$ cat src/rtl/instr_decode_stage.sv
// Decode stage between fetch and execute: splits a 16-bit instruction into a registered
// control bundle, holds a one-cycle load-use interlock, honours branch flush and counts interlock stalls.
module instr_decode_stage #(
  parameter int INSTR_W = 16,
  parameter int RADDR_W = 2,
  parameter int CNT_W   = 16
) (
  input  logic               clk,
  input  logic               rst_n,
  input  logic               in_valid,
  input  logic [INSTR_W-1:0] in_instr,
  output logic               in_ready,
  input  logic               flush,
  output logic               out_valid,
  input  logic               out_ready,
  output logic [3:0]         out_opcode,
  output logic [RADDR_W-1:0] out_rd,
  output logic [RADDR_W-1:0] out_rs1,
  output logic [RADDR_W-1:0] out_rs2,
  output logic [7:0]         out_imm,
  output logic               out_use_imm,
  output logic               out_reg_we,
  output logic               out_mem_re,
  output logic               out_mem_we,
  output logic               out_flags_we,
  output logic               out_is_branch,
  output logic               out_rs1_used,
  output logic               out_rs2_used,
  output logic [CNT_W-1:0]   stall_cnt
);

  localparam logic [3:0] OP_LDUR = 4'hA;

  logic [3:0]         op;
  logic [RADDR_W-1:0] rd_f, rn_f, rm_f;
  logic [7:0]         imm8, shamt_imm;

  assign op        = in_instr[15:12];
  assign rd_f      = RADDR_W'(in_instr[11:10]);
  assign rn_f      = RADDR_W'(in_instr[9:8]);
  assign rm_f      = RADDR_W'(in_instr[7:6]);
  assign imm8      = in_instr[7:0];
  assign shamt_imm = {5'b0, in_instr[2:0]};

  logic [RADDR_W-1:0] d_rd, d_rs1, d_rs2;
  logic [7:0]         d_imm;
  logic d_use_imm, d_reg_we, d_mem_re, d_mem_we, d_flags_we, d_is_branch, d_rs1_used, d_rs2_used;

  always_comb begin
    d_rd        = '0;
    d_rs1       = '0;
    d_rs2       = '0;
    d_imm       = '0;
    d_use_imm   = 1'b0;
    d_reg_we    = 1'b0;
    d_mem_re    = 1'b0;
    d_mem_we    = 1'b0;
    d_flags_we  = 1'b0;
    d_is_branch = 1'b0;
    d_rs1_used  = 1'b0;
    d_rs2_used  = 1'b0;
    case (op)
      4'h0, 4'h2, 4'h4, 4'h5, 4'h6: begin
        d_rd = rd_f; d_rs1 = rn_f; d_rs2 = rm_f;
        d_rs1_used = 1'b1; d_rs2_used = 1'b1; d_reg_we = 1'b1;
      end
      4'h1, 4'h3: begin
        d_rd = rd_f; d_rs1 = rn_f; d_imm = imm8;
        d_rs1_used = 1'b1; d_use_imm = 1'b1; d_reg_we = 1'b1;
      end
      4'h7, 4'hF: begin
        d_rd = rd_f; d_rs1 = rn_f;
        d_rs1_used = 1'b1; d_reg_we = 1'b1;
      end
      4'h8, 4'h9: begin
        d_rd = rd_f; d_rs1 = rn_f; d_imm = shamt_imm;
        d_rs1_used = 1'b1; d_use_imm = 1'b1; d_reg_we = 1'b1;
      end
      4'hA: begin
        d_rd = rd_f; d_rs1 = rn_f; d_imm = imm8;
        d_rs1_used = 1'b1; d_use_imm = 1'b1; d_mem_re = 1'b1; d_reg_we = 1'b1;
      end
      // Stores take their data register from the rd field.
      4'hB: begin
        d_rs1 = rn_f; d_rs2 = rd_f; d_imm = imm8;
        d_rs1_used = 1'b1; d_rs2_used = 1'b1; d_use_imm = 1'b1; d_mem_we = 1'b1;
      end
      4'hC: begin
        d_rs1 = rn_f; d_rs2 = rm_f;
        d_rs1_used = 1'b1; d_rs2_used = 1'b1; d_flags_we = 1'b1;
      end
      4'hD: begin
        d_imm = imm8; d_is_branch = 1'b1;
      end
      default: begin
        d_rd = rd_f; d_imm = imm8;
        d_use_imm = 1'b1; d_reg_we = 1'b1;
      end
    endcase
  end

  logic hazard, accept, fire, stall_inc;

  assign hazard = in_valid && out_valid && (out_opcode == OP_LDUR) &&
                  ((d_rs1_used && (d_rs1 == out_rd)) || (d_rs2_used && (d_rs2 == out_rd)));
  assign in_ready  = rst_n && !flush && !hazard && (!out_valid || out_ready);
  assign accept    = in_valid && in_ready;
  assign fire      = out_valid && out_ready;
  assign stall_inc = hazard && (!out_valid || out_ready);

  always_ff @(posedge clk or negedge rst_n) begin
    if (!rst_n) begin
      out_valid     <= 1'b0;
      out_opcode    <= '0;
      out_rd        <= '0;
      out_rs1       <= '0;
      out_rs2       <= '0;
      out_imm       <= '0;
      out_use_imm   <= 1'b0;
      out_reg_we    <= 1'b0;
      out_mem_re    <= 1'b0;
      out_mem_we    <= 1'b0;
      out_flags_we  <= 1'b0;
      out_is_branch <= 1'b0;
      out_rs1_used  <= 1'b0;
      out_rs2_used  <= 1'b0;
    end else if (flush) begin
      out_valid <= 1'b0;
    end else if (accept) begin
      out_valid     <= 1'b1;
      out_opcode    <= op;
      out_rd        <= d_rd;
      out_rs1       <= d_rs1;
      out_rs2       <= d_rs2;
      out_imm       <= d_imm;
      out_use_imm   <= d_use_imm;
      out_reg_we    <= d_reg_we;
      out_mem_re    <= d_mem_re;
      out_mem_we    <= d_mem_we;
      out_flags_we  <= d_flags_we;
      out_is_branch <= d_is_branch;
      out_rs1_used  <= d_rs1_used;
      out_rs2_used  <= d_rs2_used;
    end else if (fire) begin
      out_valid <= 1'b0;
    end
  end

  // Only interlock stalls count; a hazard masked by backpressure is not an interlock cycle.
  always_ff @(posedge clk or negedge rst_n) begin
    if (!rst_n) begin
      stall_cnt <= '0;
    end else if (stall_inc && (stall_cnt != '1)) begin
      stall_cnt <= stall_cnt + 1'b1;
    end
  end

endmodule
$ cat config.mk
export PLATFORM = sky130hd
export DESIGN_NAME = instr_decode_stage
export DESIGN_NICKNAME = d
export VERILOG_FILES = /design/src/rtl/instr_decode_stage.sv
export SDC_FILE = /design/constraint.sdc
export NUM_CORES = 1
export LEC_CHECK = 0
export ABC_AREA = 1
export CAP_MARGIN = 25
export CELL_PAD_IN_SITES_DETAIL_PLACEMENT = 1
export CELL_PAD_IN_SITES_GLOBAL_PLACEMENT = 1
export CORE_MARGIN = 8
export CORE_UTILIZATION = 38
export DETAILED_ROUTE_END_ITERATION = 10
export HOLD_SLACK_MARGIN = 0.08
export PLACE_DENSITY = 0.95
export REMOVE_ABC_BUFFERS = 1
export SETUP_SLACK_MARGIN = 0.1
export SYNTH_ARGS = -nofsm -noshare
export SYNTH_HDL_FRONTEND = slang
export SYNTH_SLANG_ARGS = --single-unit
$ cat constraint.sdc
create_clock -name clk -period 6.06 [get_ports clk]
set_input_delay 1.818 -clock clk [delete_from_list [all_inputs] [get_ports clk]]
set_output_delay 1.818 -clock clk [all_outputs]
set_load 0.05 [all_outputs]
== Word-level counts from Yosys, hierarchy flattened ==
Cells that the tools add are included.
Cells by class
  muxes and demuxes: 15
  reductions and logical operators: 27
  bitwise gates (word level): 1
  equality and inequality tests: 18
  add/sub/neg operators: 1
Operators with widths (number)
  equality test 4 bit, second input constant: 8
  adder 16 x 1 -> 16 bit, second input constant: 1
  equality test 4 x 3 -> 1 bit, second input constant: 4
  inequality test 16 bit, second input constant: 1
  case mux 8 bit (2 select lines): 1
  OR reduction 14 bit: 1
  logical AND 1 bit: 12
  two-way mux 1 bit: 11
  OR reduction 9 bit: 1
  equality test 4 x 2 -> 1 bit, second input constant: 2
  OR reduction 8 bit: 1
  OR reduction 7 bit: 1
  OR reduction 6 bit: 1
  equality test 2 bit: 2
  equality test 4 x 1 -> 1 bit, second input constant: 1
  logical NOT 4 bit: 1
  two-way mux 2 bit: 2
  case mux 2 bit (2 select lines): 1
  logical NOT 1 bit: 3
  nonzero test 3 bit: 1
  OR reduction 3 bit: 1
  logical OR 1 bit: 2
  AND reduction 2 bit: 1
  OR reduction 2 bit: 1
  NOT 1 bit: 1
Storage, ports and cells
  output and inout bits: 44
  logic and storage cells: 77
  bits in registers: 43
  bits of input ports: 21

== Logic depth before layout (Yosys ltp) ==
Gate-level depths: netlist of the first run.
  depth in word-level cells: 13
  depth in mapped cells: 15
  depth with buffers taken out: 14

== Worst setup path after synthesis of the first run ==
No wires, ideal clock.
  kind: input to output
  start point: input port in_instr[14]
  end point: output port in_ready
  data required time: 4.242 ns
  stages: 12
  slack: 0.377 ns
  arrival: 3.865 ns
  path buffers: 1
  cell sequence: inv_1 > nand2_1 > nor2_2 > nand2_1 > nand2_1 > nand2_1 > nand2_1 > nor2_1 > nor2_1 > nor2_4 > buf_6 > nor3_1
On the way
  word-level cells in the longest chain between the ends: 10
  elaborated cells on any way between the ends: 30
  those cells by class: eq/ne (15); mux (4); reduce/logical (11)
RTL lines
  start: declaration: line 11  | input logic [INSTR_W-1:0] in_instr,
  equality test 4 bit, or another cell as far along: line 62  | case (op)
  OR reduction 6 bit (no line) or OR reduction 14 bit (tied branches)
  case mux 2 bit (2 select lines) or two-way mux 2 bit (tied branches): line 62
  equality test 2 bit: line 105  | ((d_rs1_used && (d_rs1 == out_rd)) || (d_rs2_used && (d_rs2 == out_rd)));
  logical AND 1 bit: line 105
  logical OR 1 bit *: line 105
  logical AND 1 bit *: line 104  | assign hazard = in_valid && out_valid && (out_opcode == OP_LDUR) &&
  logical NOT 1 bit *: line 106  | assign in_ready = rst_n && !flush && !hazard && (!out_valid || out_ready);
  logical AND 1 bit * (2 in series): line 106
  end: declaration: line 12  | output logic in_ready,
Mark *: on every way between the ends. The rest lies on a longest branch, timed or not.

== Worst setup path after layout of the first run ==
  start point: input port in_instr[13]
  end point: output port in_ready
The elaborated chain is that of the path after synthesis.

==> run metrics, run 1 <==
setup TNS=0 ns; Internal=489.8 uW; Final Max Slew Viols=0; Clock Skew=0.007280 ns; full die area=around 9500 sq um; Distinct cells, synth=28; Worst slew margin=between 50% and 60%; Critical Path Start Type=input port; router iterations before antenna repair=4; Async SR Flop Fraction=100.0%; Post-synth top cells=124 x nand2_1, 46 x nand4_1, 43 x dfrtp_1; switching share of power=around 38%; gpl congestion=about 0.83; initial DRC count=170; H-tree Lvls=2; Post-Place Cell Area=about 3200 sq um; Die Y-Extent=between 90 and 100 um; Arr. time, crit path=about 4.0 ns; Max VDD drop=approximately 140 uV; WL final=slightly above 8000 um; first-pass GRT wire length=approximately 13000 um; CTS tree=done; Design Area, Final=approximately 3300 sq um; Clk pin slew, worst setup/hold paths=approximately 0.080 ns; number of top-level pins=65; actual slew at the worst max-slew pin=between 0.6 and 0.7 ns; CTS root buf=clkbuf_8; vias in the first global route=roughly 2.6k; sequential share of power=approximately 42%; setup ws final=around 0.27 ns; count of buffers from port buffering=between 60 and 70; fmax=0.1728 GHz; routed wire length per instance=17.43 um; Placed Cells=approximately 460; fin util=just over 50%; total grt overflow=0; Antenna Violating Nets Remaining=0; final non-filler cell total=about 470; fin nets=around 420; Leakage=between 1.5 and 2 nW; Main synth FF type=dfrtp_1; outcome=complete, no violations; GRT Resource Usage Total=around 17%; top cell type's share of synthesized area=around 43%; Cell Area, Synth=between 2000 and 3000 sq um; critical path buffer and inverter count=3; Post-synth EDFFs=0; number of max-cap violations=0; Synth area leaders=dfrtp_1 43%, nand2_1 18%, nand4_1 11%, inv_1 4.6%, nor2_1 4.0%; Crit Path Category=input port to output port; initial antenna violation count=0; CP endpoint kind=output port; Gate Count Post-Synth=between 300 and 400; CP delay by family, top=simple AND/OR/NAND/NOR gates; Clock Path Buffers=2; initial core utilization=roughly 40%; post-synth top area cell=dfrtp_1; slowest cell on the critical path=clkdlybuf4s50_1; total number of vias=about 2.6k; Placement Setup Slack=roughly 0.33 ns; CP max stage delay=0.58 ns; PwrDens=241.2 nW/um^2; RSZ-0062 raised after global routing=false; P&R area growth vs syn=30.69%; synthesized area per cell=approximately 7.6 sq um; Crit Path Max Fanout=6; row count=29; worst min path class=flip-flop to flip-flop; period utilisation layout=between 90% and 100%; Worst EP required=about 4.2 ns; Tmin final=around 5.8 ns; crit path cell chain=clkdlybuf4s50_1, inv_2, nand2_1, nand2_1, nand2_1, nand2_1, or2_1, nand3_2, nor2_1, nor2_1, nor2_4, nor3_1, buf_4; dominant cell by count in the synthesized netlist=nand2_1; Combinational Power Share=33.3%; Hold Fails Final Rpt=0; Post-DP HPWL=roughly 6000 um; TritonCTS Buffers=5; FF+latch count, synth=between 40 and 50; die span in x=about 100 um; Final setup viols=0; layout cells sized above 1=about 6.6%; Syn. warnings=0; largest net degree at the start of global routing=44; ANT cells=0; Crit path top cell by count=nand2_1; Net Switching=a little over 300 uW; Placeable Area=about 6400 sq um; hold_buf cts=0; DRC=0; sequential cell area fraction in the yosys report=a little over two fifths; clk sink count=between 40 and 50; Clock Latency Late Sink=roughly 0.3 ns; via/cell ratio=~5.4; clock share of power=roughly a quarter; worst reg2reg setup slack=about 3.5 ns
-- routing by layer --
layer,GRT usage [%],part of all wire [%]
met5,0,0
met1,20.02,43
met2,29.38,51
met3,3.770,4.4
met4,4.196,1.2
-- worst min-delay path, delay by kind of cell (launching register included) --
family	cells	cell delay (ns)
DFF	1	0.35
and+or+nand+nor	2	0.10
-- cells in the final DEF, fill, tap and decap left out, types with 4 or more instances in the layout --
master and n:
nand2_1 124, clkdlybuf4s50_1 62, buf_4 4, dfrtp_1 43, inv_1 31, nand3_1 10, xnor2_1 8, xor2_1 7
nand4_1 46, nor3_1 5, clkbuf_8 6, nor2_1 26
-- logic make-up (layout without fill, tap and decap cells) --
group	Yosys count	after routing	synth area share, %
adder cells (fa/ha/maj)	1	1	0.4957
flip-flops	43	43	42.64
AO/OA/AOI/OAI	5	5	1.686
XOR/XNOR	15	15	5.206
AND/OR/NAND/NOR	223	223	41.65
buffers and inverters	47	109	8.329
-- worst paths after layout --
kind,startpoint,end,cells past startpoint
max reg2reg,stall_cnt[0],stall_cnt[10],7
max,in_instr[13],in_ready,13
max in group asynchronous,rst_n,out_imm[0],2
min,out_imm[1],out_imm[1],2
min reg2reg,out_imm[1],out_imm[1],2
min in group asynchronous,rst_n,out_opcode[1],2
-- power by group through the flow --
stage | Sequential, mW | Combinational (mW) | Clock, mW
4_1_cts | 0.336 | 0.266 | 0.198
6_report | 0.335 | 0.265 | 0.196
5_1_grt | 0.340 | 0.281 | 0.208
2_1_floorplan | 0.437 | 0.0624 | 0
3_3_place_gp | 0.339 | 0.257 | 0
3_5_place_dp | 0.341 | 0.264 | 0
-- cell type report --
| class | instances | area [sq um] |
|---|---|---|
| Timing Repair Buffer | 68 | 670.6 |
| Tap cell | 77 | 96.34 |
| Clock buffer | 6 | 82.58 |
| Multi-Input combinational cell | 244 | 1240 |
| Sequential cell | 43 | 1076 |
| Clock inverter | 1 | 5.005 |
| Fill cell | 816 | 3088 |
| Inverter | 34 | 127.6 |
-- flip-flops by register name, indices dropped and copies added, names as in the netlist, 2 cells and up --
signal      count
stall_cnt      16
out_imm         8
out_opcode      4
out_rd          2
out_rs1         2
out_rs2         2
-- per-stage QoR --
| step | hold slack [ns] | power, mW |
|---|---|---|
| 2_1_floorplan | 0.7594 | 0.4992 |
| 3_3_place_gp | 0.4521 | 0.5962 |
| 3_5_place_dp | 0.4633 | 0.6054 |
| 4_1_cts | 0.4837 | 0.7996 |
| 5_1_grt | 0.5029 | 0.8289 |
| 6_report | 0.4782 | 0.7956 |
-- what timing repair did --
action	CTS	global route
resized for setup	0	0
endpoints found under the hold margin	0	0
endpoints found under the setup margin	0	1
setup buffers	0	1
Note: power is estimated with default switching activity, not from simulation.
==> inputs of run 2 (changes only) <==
--- a/config.mk
+++ b/config.mk
@@ -5,15 +5,14 @@
 export SDC_FILE = /design/constraint.sdc
 export NUM_CORES = 1
 export LEC_CHECK = 0
-export ABC_AREA = 1
 export CAP_MARGIN = 25
 export CELL_PAD_IN_SITES_DETAIL_PLACEMENT = 1
 export CELL_PAD_IN_SITES_GLOBAL_PLACEMENT = 1
 export CORE_MARGIN = 8
-export CORE_UTILIZATION = 38
+export CORE_UTILIZATION = 39
 export DETAILED_ROUTE_END_ITERATION = 10
 export HOLD_SLACK_MARGIN = 0.08
-export PLACE_DENSITY = 0.95
+export PLACE_DENSITY = 0.94
 export REMOVE_ABC_BUFFERS = 1
 export SETUP_SLACK_MARGIN = 0.1
 export SYNTH_ARGS = -nofsm -noshare
==> run 2 against run 1 <==
Worst setup slack got worse by 0.046 ns. Critical path depth shrank 5. Routed wire length is 17% lower. Sequential power is 2% higher. Core utilization is 1.9 points higher. Critical path type unchanged. Largest cell class unchanged. Highest routed layer unchanged.
==> run metrics, run 2 <==
outcome=complete, no violations; Post-synth EDFFs=0 (unchanged); ANT cells=0 (unchanged); vias in the first global route=2134 (-19%); CP delay by family, top=buffers and inverters; period utilisation layout=96.29% (+0.76 points); Distinct cells, synth=48 (+71%); WL final=6807 um (-17%); total number of vias=2010 (-22%); post-CTS setup buffers=0 (unchanged); most common cell after layout, fill and taps aside=clkdlybuf4s50_1; Die Y-Extent=93.52 um (-4.1%); actual slew at the worst max-slew pin=0.9574 ns (+0.3067 ns); number of top-level pins=65 (unchanged); Clock Skew=0.01156 ns (+0.004277 ns); Clock Latency Late Sink=0.30 ns (about the same); Placement Setup Slack=0.2069 ns (-0.1270 ns); fin nets=309 (-26%); initial core utilization=40.06% (+0.54 points); synthesized area per cell=10.60 sq um (+40%); routed wire length per instance=18.80 um (+7.9%); setup ws final=0.2251 ns (-0.04633 ns); FF+latch count, synth=43 (unchanged); worst min path class=flip-flop to flip-flop; RR Startpoint=out_rd[0]; Final Max Slew Viols=0 (unchanged); via/cell ratio=5.552 (+2.5%); dominant cell by count in the synthesized netlist=dfrtp_1; RSZ-0062 raised after global routing=false; post-synth top area cell=dfrtp_1; GRT Resource Usage Total=16.02% (-0.74 points); Crit Path Max Fanout=9 (+3); CP max stage delay=0.75 ns (+0.17 ns); gpl congestion=0.8609 (+3.4%); final total power=821.3 uW (+3.2%); Critical Path Start Type=input port; initial DRC count=67 (-61%); CTS tree=done; clk sink count=43 (unchanged); die span in x=93.52 um (-4.1%); total grt overflow=0 (unchanged); Synth Area in XOR/XNOR=7.421% (+2.2 points); max reg flops=16 (unchanged); Syn. warnings=0 (unchanged); first-pass GRT wire length=11240 um (-16%); number of max-cap violations=0 (unchanged); P&R area growth vs syn=33.80%; H-tree Lvls=2 (unchanged); clock share of power=22.8% (-1.8 points); DRC=0 (unchanged); hold_buf cts=0 (unchanged); Clock Path Buffers=2 (unchanged); PwrDens=261.9 nW/um^2 (+8.6%); Gate Count Post-Synth=221 (-34%); count of buffers from port buffering=64 (unchanged); Max VDD drop=147.3 uV (+2.5%); post-CTS sizing=0 (unchanged); Crit Path Category=input port to output port; router iterations before antenna repair=4 (unchanged); Worst EP required=4.24 ns (about the same); layout cells sized above 1=11.85% (+5.3 points); fillers=636 (-22%); commonest non-fill, non-tap cells in the layout=61 x clkdlybuf4s50_1, 43 x dfrtp_1, 21 x nand3_1; Internal=508.9 uW (+3.9%); Arr. time, crit path=4.02 ns (+0.05 ns); CTS root buf=clkbuf_8; synthesized-area fraction occupied by and/or/nand/nor cells=21.57% (-20 points); final non-filler cell total=362 (-23%); Storage cell area=1076 sq um (unchanged); area of the multi-input gates=1154 sq um (-7.0%); mux cell area share after synthesis=6.033% (+6.0 points); crit path cell chain=clkdlybuf4s50_1, and4b_1, nand2_1, a21boi_1, o21ai_0, nor3_2, nor2_1, buf_12; top flop regs=stall_cnt: 16 flops, out_imm: 8 flops, out_opcode: 4 flops; Synth Area in Adders=0.5339% (+0.038 points); fmax=0.1714 GHz (-0.79%); critical path buffer and inverter count=2 (-1); Antenna Violating Nets Remaining=0 (unchanged); Clk pin slew, worst setup/hold paths=0.07 ns (about the same); Net Switching=312.4 uW (+2.2%); Final setup viols=0 (unchanged); Compound-Gate Fraction of Synth Area=13.67% (+12 points); Synth area leaders=dfrtp_1 46%, o2bb2ai_1 4.9%, nand3_1 4.5%, mux2_2 4.3%, xor2_1 4.1%; full die area=8745 sq um (-8.0%); TritonCTS Buffers=5 (unchanged); row count=28 (-3.4%); Main synth FF type=dfrtp_1; Cell Area, Synth=2343 sq um (-7.1%); initial antenna violation count=0 (unchanged); Tmin final=5.835 ns (+0.04633 ns); main combinational cell family by area after synthesis=simple AND/OR/NAND/NOR gates; Hold Fails Final Rpt=0 (unchanged); Placed Cells=354 (-24%); Leakage=1.350 nW (-19%); Combinational Power Share=35.8% (+2.5 points); sequential cell area fraction in the yosys report=45.92% (+3.3 points); top cell type's share of synthesized area=45.92% (+3.3 points); largest net degree at the start of global routing=44 (unchanged); slowest cell on the critical path=clkdlybuf4s50_1; switching share of power=38.04% (-0.39 points); Worst slew margin=36.18% (-20 points); CP endpoint kind=output port; HP Start=stall_cnt[4]; Post-synth top cells=43 x dfrtp_1, 21 x nand3_1, 19 x nand2_1; sequential share of power=41.5% (-0.6 points); Async SR Flop Fraction=100.0% (unchanged); CP Launch Point=in_instr[13]; Largest Register=stall_cnt; Post-DP HPWL=5093 um (-14%); Placeable Area=5851 sq um (-8.4%); setup TNS=0 ns (unchanged)
run 2: layer usage:
layer  wire, um  track usage [%]  vias up
met5          0                0        -
met4         69            3.624        0
met2       3315            26.62       52
met1       2975            19.70     1008
li1           -                -      942
met3        447            5.048        8
run 2: power by group through the flow:
stage	clock [mW]	sequential [mW]	combinational [mW]
after floorplan	0	0.444	0.0740
after global placement	0	0.345	0.288
after detailed placement	0	0.345	0.294
after CTS	0.191	0.341	0.296
after global routing	0.205	0.345	0.309
final	0.187	0.341	0.294
run 2: per-stage QoR:
stage | utilization [%] | hold slack, ns | instance area [sq um]
floorplan | - | 0.7543 | 2248
global placement | 51.97 | 0.4687 | 3040
detailed placement | 51.97 | 0.4734 | 3040
CTS | 53.46 | 0.4907 | 3128
global route | 53.59 | 0.5136 | 3136
finish | 53.59 | 0.4851 | 3136
run 2: cell families (layout without fill, tap and decap cells):
logic type / count (synthesis) / in the layout
AND/OR/NAND/NOR: 89 / 89
flip-flops: 43 / 43
AO/OA/AOI/OAI: 38 / 38
XOR/XNOR: 19 / 19
buffers and inverters: 18 / 84
multiplexers: 13 / 13
adder cells (fa/ha/maj): 1 / 1
run 2: worst paths after layout:
check / end / slack, ns / depth (start not counted)
max: in_ready / 0.23 / 8
min: stall_cnt[4] / 0.49 / 1
max reg2reg: out_rs2[0] / 3.24 / 8
min reg2reg: stall_cnt[4] / 0.49 / 1
max in group asynchronous: out_rs2[1] / 4.04 / 2
min in group asynchronous: out_imm[0] / 1.62 / 2
run 2: area by class of cell:
cell class                      count  share of cell area, %
Tap cell                           75                  2.993
Clock inverter                      1                 0.1596
Inverter                            5                 0.5986
Sequential cell                    43                  34.32
Clock buffer                        6                  2.634
Timing Repair Buffer               72                  22.51
Multi-Input combinational cell    160                  36.79
